**config.mk**
```make
export PLATFORM = sky130hd
export DESIGN_NAME = vga_text_render
export DESIGN_NICKNAME = d
export VERILOG_FILES = /design/src/rtl/vga_pkg.sv /design/src/rtl/vga_delay_line.sv /design/src/rtl/vga_text_render.sv
export SDC_FILE = /design/constraint.sdc
export NUM_CORES = 1
export LEC_CHECK = 0
export ABC_AREA = 0
export BUFFER_PORTS_ARGS = -buffer_cell sky130_fd_sc_hd__buf_2
export CAP_MARGIN = 10
export CORE_MARGIN = 2
export CORE_UTILIZATION = 46
export CTS_CLUSTER_SIZE = 20
export DETAILED_ROUTE_END_ITERATION = 10
export PLACE_DENSITY_LB_ADDON = 0.2
export SYNTH_ARGS = -nofsm -noshare
export SYNTH_HDL_FRONTEND = slang
export SYNTH_HIERARCHICAL = 1
export SYNTH_SLANG_ARGS = --single-unit
```
**constraint.sdc**
```tcl
create_clock -name pxclk -period 2.21 [get_ports pxclk]
set_clock_uncertainty 0.2 [all_clocks]
set_input_delay 0.442 -clock pxclk [delete_from_list [all_inputs] [get_ports pxclk]]
set_output_delay 0.442 -clock pxclk [all_outputs]
set_load 0.02 [all_outputs]
```
**src/rtl/vga_pkg.sv**
```systemverilog
// rtl/vga_pkg.sv - shared constants and types for the text-mode renderer
package vga_pkg;

    localparam int CHAR_LSB  = 0;
    localparam int FG_LSB    = 8;
    localparam int BG_LSB    = 12;
    localparam int BLINK_BIT = 15;
    localparam int LATENCY   = 5;

    typedef struct packed {
        logic [3:0] r;
        logic [3:0] g;
        logic [3:0] b;
    } rgb_t;

    // CGA colours, 4 bits per channel
    localparam logic [11:0] PALETTE [16] = '{
        12'h000, 12'h00A, 12'h0A0, 12'h0AA,
        12'hA00, 12'hA0A, 12'hA50, 12'hAAA,
        12'h555, 12'h55F, 12'h5F5, 12'h5FF,
        12'hF55, 12'hF5F, 12'hFF5, 12'hFFF
    };

endpackage

```
**src/rtl/vga_delay_line.sv**
```systemverilog
// rtl/vga_delay_line.sv - synchronously cleared fixed-depth shift register
module vga_delay_line #(
    parameter int WIDTH = 1,
    parameter int DEPTH = 1
) (
    input  logic             pxclk,
    input  logic             rst,
    input  logic [WIDTH-1:0] din,
    output logic [WIDTH-1:0] dout
);

    logic [WIDTH-1:0] taps [DEPTH];

    always_ff @(posedge pxclk) begin
        if (rst) begin
            for (int i = 0; i < DEPTH; i++) taps[i] <= '0;
        end else begin
            taps[0] <= din;
            for (int i = 1; i < DEPTH; i++) taps[i] <= taps[i-1];
        end
    end

    assign dout = taps[DEPTH-1];

endmodule

```
**src/rtl/vga_text_render.sv**
```systemverilog
// rtl/vga_text_render.sv - 80x30 text renderer: text RAM -> font ROM -> palette RGB
module vga_text_render
    import vga_pkg::*;
#(
    parameter int PIXEL_WIDTH  = 640,
    parameter int PIXEL_HEIGHT = 480,
    parameter int CHAR_W       = 8,
    parameter int CHAR_H       = 16,
    parameter int BLINK_FRAMES = 32,
    localparam int COLS  = PIXEL_WIDTH / CHAR_W,
    localparam int ROWS  = PIXEL_HEIGHT / CHAR_H,
    localparam int XW    = $clog2(PIXEL_WIDTH),
    localparam int YW    = $clog2(PIXEL_HEIGHT),
    localparam int TA_W  = $clog2(COLS * ROWS),
    localparam int GW    = $clog2(CHAR_H),
    localparam int COL_W = $clog2(COLS),
    localparam int ROW_W = $clog2(ROWS)
) (
    input  logic             pxclk,
    input  logic             rst,
    input  logic             hsync_in,
    input  logic             vsync_in,
    input  logic [XW-1:0]    xaddr,
    input  logic [YW-1:0]    yaddr,
    input  logic             addr_valid,
    output logic [TA_W-1:0]  text_addr,
    input  logic [15:0]      text_data,
    output logic [8+GW-1:0]  font_addr,
    input  logic [7:0]       font_data,
    input  logic             cursor_en,
    input  logic [COL_W-1:0] cursor_col,
    input  logic [ROW_W-1:0] cursor_row,
    output logic             hsync,
    output logic             vsync,
    output logic [3:0]       red,
    output logic [3:0]       green,
    output logic [3:0]       blue
);

    localparam int CW     = $clog2(CHAR_W);
    localparam int FC_W   = $clog2(BLINK_FRAMES) + 1;
    localparam int SIDE_W = 2 + GW + CW;

    logic [COL_W-1:0]  cell_col;
    logic [ROW_W-1:0]  cell_row;
    logic              hit;
    logic [TA_W-1:0]   addr_next;
    logic [SIDE_W-1:0] side_in, side2, side4;
    logic [7:0]        attr3, attr4;
    logic [1:0]        sync_out;
    logic [FC_W-1:0]   frame_cnt;
    logic              vsync_prev;
    logic              phase;
    rgb_t              rgb_q, rgb_next;

    assign cell_col  = COL_W'(xaddr >> CW);
    assign cell_row  = ROW_W'(yaddr >> GW);
    assign hit       = cursor_en && (cell_col == cursor_col) && (cell_row == cursor_row);
    assign addr_next = TA_W'(cell_row) * TA_W'(COLS) + TA_W'(cell_col);
    assign side_in   = {addr_valid, hit, yaddr[GW-1:0], xaddr[CW-1:0]};

    always_ff @(posedge pxclk) begin
        if (rst) text_addr <= '0;
        else     text_addr <= addr_next;
    end

    // Sideband reaches font-address stage two edges after sampling, pixel stage four edges after
    vga_delay_line #(.WIDTH(SIDE_W), .DEPTH(2)) u_side_a (
        .pxclk(pxclk), .rst(rst), .din(side_in), .dout(side2)
    );

    vga_delay_line #(.WIDTH(SIDE_W), .DEPTH(2)) u_side_b (
        .pxclk(pxclk), .rst(rst), .din(side2), .dout(side4)
    );

    always_ff @(posedge pxclk) begin
        if (rst) begin
            font_addr <= '0;
            attr3     <= '0;
        end else begin
            font_addr <= {text_data[CHAR_LSB +: 8], side2[CW +: GW]};
            attr3     <= {text_data[BLINK_BIT], text_data[BG_LSB +: 3], text_data[FG_LSB +: 4]};
        end
    end

    vga_delay_line #(.WIDTH(8), .DEPTH(1)) u_attr (
        .pxclk(pxclk), .rst(rst), .din(attr3), .dout(attr4)
    );

    vga_delay_line #(.WIDTH(2), .DEPTH(LATENCY)) u_sync (
        .pxclk(pxclk), .rst(rst), .din({hsync_in, vsync_in}), .dout(sync_out)
    );

    always_ff @(posedge pxclk) begin
        if (rst) begin
            frame_cnt  <= '0;
            vsync_prev <= 1'b0;
        end else begin
            vsync_prev <= vsync_in;
            if (vsync_in && !vsync_prev) frame_cnt <= frame_cnt + 1'b1;
        end
    end

    assign phase = frame_cnt[FC_W-1];

    // Cursor underline takes priority over blink suppression
    always_comb begin
        logic [11:0] fg_c, bg_c;
        logic        pix, cursor_on;
        rgb_next  = '0;
        fg_c      = PALETTE[attr4[3:0]];
        bg_c      = PALETTE[{1'b0, attr4[6:4]}];
        pix       = font_data[CW'(CHAR_W - 1) - side4[CW-1:0]];
        cursor_on = side4[CW+GW] && (side4[CW +: GW] >= GW'(CHAR_H - 2)) && !phase;
        if (side4[CW+GW+1]) begin
            if (cursor_on)               rgb_next = fg_c;
            else if (attr4[7] && phase)  rgb_next = bg_c;
            else if (pix)                rgb_next = fg_c;
            else                         rgb_next = bg_c;
        end
    end

    always_ff @(posedge pxclk) begin
        if (rst) rgb_q <= '0;
        else     rgb_q <= rgb_next;
    end

    assign hsync = sync_out[1];
    assign vsync = sync_out[0];
    assign red   = rgb_q.r;
    assign green = rgb_q.g;
    assign blue  = rgb_q.b;

endmodule

```
## After elaboration in Yosys (flattened, before gate mapping)

Memory sizes are Yosys's and may differ from the RTL's.
Index checks and enable logic that the tools add are counted.

| storage, ports and cells | value |
|---|---|
| register bits | 51 |
| latch bits | 0 |
| bits in writable memories | 54 |
| memory bits (read-only) | 384 |
| input port bits | 61 |
| memories | 6 |

| operators by class | value |
|---|---|
| $add $sub $neg | 3 |
| $mul | 1 |
| divide/modulo/power cells | 0 |
| order comparisons | 4 |
| eq/ne operators | 2 |
| shifts and indexed selects | 0 |
| multiplexer cells | 23 |
| bitwise logic cells | 12 |
| reduce and logical (&&, ||, !) cells | 10 |

Memories:

| memory | words | width | rd ports | clocked after memory_dff | write ports | line | source |
|---|---|---|---|---|---|---|---|
| (name not given) | 16 | 12 | 1 | 0 | 0 | vga_text_render.sv:112 | `bg_c = PALETTE[{1'b0, attr4[6:4]}];` |
| (name not given) | 16 | 12 | 1 | 0 | 0 | vga_text_render.sv:111 | `fg_c = PALETTE[attr4[3:0]];` |
| u_side_a.taps | 2 | 9 | 2 | 0 | 2 | vga_delay_line.sv:12 | `logic [WIDTH-1:0] taps [DEPTH];` |
| u_side_b.taps | 2 | 9 | 2 | 0 | 2 | vga_delay_line.sv:12 |  |
| u_sync.taps | 5 | 2 | 5 | 0 | 5 | vga_delay_line.sv:12 |  |
| u_attr.taps | 1 | 8 | 1 | 0 | 1 | vga_delay_line.sv:12 |  |

Operators with widths:

| cell | number |
|---|---|
| 2-to-1 mux 12 bit | 7 |
| 2-to-1 mux 9 bit | 4 |
| adder 12 x 7 -> 12 bit | 1 |
| >= comparator 5 bit, second input constant | 2 |
| 2-to-1 mux 2 bit | 5 |
| OR 1 bit | 9 |
| multiplier 5 x 3 -> 8 bit, second input constant | 1 |
| 2-to-1 mux 8 bit | 1 |
| OR reduction 8 bit | 1 |
| == test 7 bit | 1 |
| adder 6 x 1 -> 6 bit, second input constant | 1 |
| logical AND 1 bit | 6 |
| == test 5 bit | 1 |
| 2-to-1 mux 1 bit | 5 |
| NOT 3 -> 5 bit | 1 |
| NOT 4 -> 5 bit | 1 |
| >= comparator 4 bit, second input constant | 1 |
| < comparator 3 x 4 -> 1 bit, second input constant | 1 |
| binary-select mux 1 bit (select 3 bit) | 1 |
| subtractor 3 bit, first input constant | 1 |
| logical NOT 1 bit | 2 |
| OR reduction 2 bit | 1 |
| NOT 1 bit | 1 |

## Longest topological paths before layout

An unclocked memory read counts as a cell.

| logic depth | value |
|---|---|
| depth after elaboration | 8 |
| mapped depth | 7 |
| mapped depth without buffers | 7 |

## Modules after synthesis

Netlist, hierarchy kept.

Modules (own cells, without submodules):

| module | times used | cells each | area each (µm²) | seq. area each (µm²) |
|---|---|---|---|---|
| vga_text_render | 1 | 195 | 1969.4 | 880.8 |
| vga_delay_line (u_side_a ...) | 2 | 46 | 556.8 | 360.3 |
| vga_delay_line (u_sync) | 1 | 22 | 277.8 | 200.2 |
| vga_delay_line (u_attr) | 1 | 16 | 210.2 | 160.2 |

## Worst setup path after synthesis

No wires, ideal clock.

| timing | value |
|---|---|
| path kind | in2reg |
| from | input yaddr[5] |
| to | register text_addr[10] |
| data arrival time | 2.048 ns |
| required time | 1.889 ns |
| path slack | -0.158 ns |
| stages on the path | 7 |
| buffers on the path | 0 |
| cell sequence | ha_1 ha_1 fa_1 xor2_1 o2111ai_1 nor2b_1 mux2_2 |

| between the ends | value |
|---|---|
| cells in the longest elaborated chain, start to end | 2 |

Ends and longest elaborated chain:

| item | line | source |
|---|---|---|
| start: declaration | vga_text_render.sv:24 | `input logic [YW-1:0] yaddr,` |
| multiplier 5 x 3 -> 8 bit | vga_text_render.sv:59 | `assign addr_next = TA_W'(cell_row) * TA_W'(COLS) + TA_W'(cell_col);` |
| adder 12 x 7 -> 12 bit | vga_text_render.sv:59 |  |
| end signal: assignment | vga_text_render.sv:64 | `else text_addr <= addr_next;` |
| end: declaration | vga_text_render.sv:26 | `output logic [TA_W-1:0] text_addr,` |

No other way between the ends.
A chain may end at the register's enable or synchronous reset.

## Worst setup path in the final report

Ends and elaborated chain as after synthesis.

==> flow_summary.ini <==
[status]
status = complete, no violations

[floorplanning]
start_util_pct = 47.9
coreArea_sq_um = 7330
dieWidth_microns = 91.3
die_h_microns = 91.3
fp.dieArea_sq_um = 8340
ios = 99
rows = 31

[clocking]
htreeDepth = 3
cts_buffer_depth = 2
clock_latency_ps = 350
cts_root_buf = clkbuf_8
cts_setup_buffers = 0
clock-sinks = 96
cts_tree = done
cts_buffers = 9
cts_hold_buffers = 0
cts-resized-gates = 0
path_clk_slew_ps = 100

[drt]
drt_pass1_iterations = 4
drt-total-wl_microns = 5690
route.vias.total = 2335
drt_iter0_markers = 63
drc = 0
via_per_inst = 4.56
drtAntennaViolNets = 0
wl_per_cell_microns = 11.1

[sta]
worst_pin_slew_ps = 447
period_minus_slack_ps = 2050
slew_headroom_pct = 70.2
tns_ps = 0
hold_violations = 0
rsz0062_at_grt = false
finalSetupViolations = 0
slew_violations = 0
fin_crit_sh_pct = 92.7
worst_hold_slack_ps = 83.0
max_freq_ghz = 0.488

[synth]
synth_fp_nets = 393
synth.avg_cell_area_sq_um = 11.0
syn_area_sq_um = 3510
ys.warnings.count = 6
synth_cells = 320

[setup_path]
crit_type = input pin to flop
worstSetupEndpointType = flop
crit_buf_inv = 1
crit_fanout = 2
path_cells = buf_2, ha_4, ha_4, fa_2, xor2_2, o2111ai_1, nor2b_1, mux2_2
start_kind = input pin
crit_family = adder cells
slowest_delay_ps = 380
crit_required_ps = 2250
crit_top_cell = ha_4
crit_arrival_ps = 2090
cp_slowest_cell = fa_2

[grt]
grt_pass1_vias = 2290
grt_pass1_wl_microns = 9320
antenna_found_initial = 0
grt_max_degree = 94
overflow = 0
grt_usage_pct = 14.1

[final_layout]
layout.cells.most_common = buf_2
antenna_cells = 0
drive_gt1_share_pct = 33.4
area_growth_pct = 21.4
final_cell_mix = buf_2 (98), dfxtp_1 (96), nor2b_1 (71)
finalNetCount = 481
finalInstanceArea_sq_um = 4260

[placed_design]
gp_congestion = 0.816
port_buffers = 98
place_hpwl_microns = 4130
place_area_sq_um = 4040

[power]
power.density_nw_per_um2 = 802
leakage_nw = 1.95
max-vdd-ir-drop_uv = 357
total_power_w = 0.00342

[hold_path]
hp-class = input pin to flop

[flow_run]
cap_violations = 0
[power by group]
group          switching [W]  internal (W)
registers          0.0000217       0.00180
logic               0.000188      0.000196
clock network       0.000649      0.000558
total               0.000859       0.00256
[area by class of cell]
cell class	count	area (sq um)
clock inverters	7	96.3
fillers	652	3070
repair buffers	111	601
well taps	99	124
clock buffers	9	124
flip-flops and latches	96	1920
multi-input cells	186	1380
inverters	4	15.0
[worst paths after layout]
path                                     end  slack, ps  cells after the start                            start
max                 text_addr[10]$_SDFF_PP0_        160                      8                         yaddr[5]
min           u_side_a/taps[0][1]$_SDFF_PP0_         80                      2                         xaddr[1]
max reg2reg              green[1]$_SDFF_PP0_        350                      3  u_side_b/taps[0][10]$_SDFF_PP0_
min reg2reg  u_side_a/taps[0][16]$_SDFF_PP0_        230                      1   u_side_a/taps[0][7]$_SDFF_PP0_
[worst register-to-register path, stage by stage, from the launching register on]
cell and delay (ps):
dfxtp_1 390, mux4_2 510, mux2_4 330, a221o_1 320
[state kept, by name, summed over array words and instances, names as in the netlist]
name,count
u_side_a/taps,18
u_side_b/taps,16
font_addr,12
text_addr,12
u_sync/taps,10
attr3,8
u_attr/taps,8
frame_cnt,6
green,2
red,2
blue,1
vsync_prev,1
[per-layer routing]
layer / GRT usage, % / routed length, microns / vias up
met5: 0 / 0 / -
met4: 7.45 / 84 / 0
met3: 5.31 / 415 / 9
met2: 24.8 / 2870 / 80
met1: 14.4 / 2320 / 1048
li1: - / - / 1198
[per-stage QoR]
step | utilization, % | setup WS, ps | std cells
final | 58.1 | 161 | 512
after global routing | 58.1 | 124 | 512
after CTS | 58.1 | 173 | 512
after floorplan | - | 1.27 | 320
after detailed placement | 55.1 | -215 | 496
after global placement | 55.1 | -160 | 496
(Power assumes the default switching activity.)
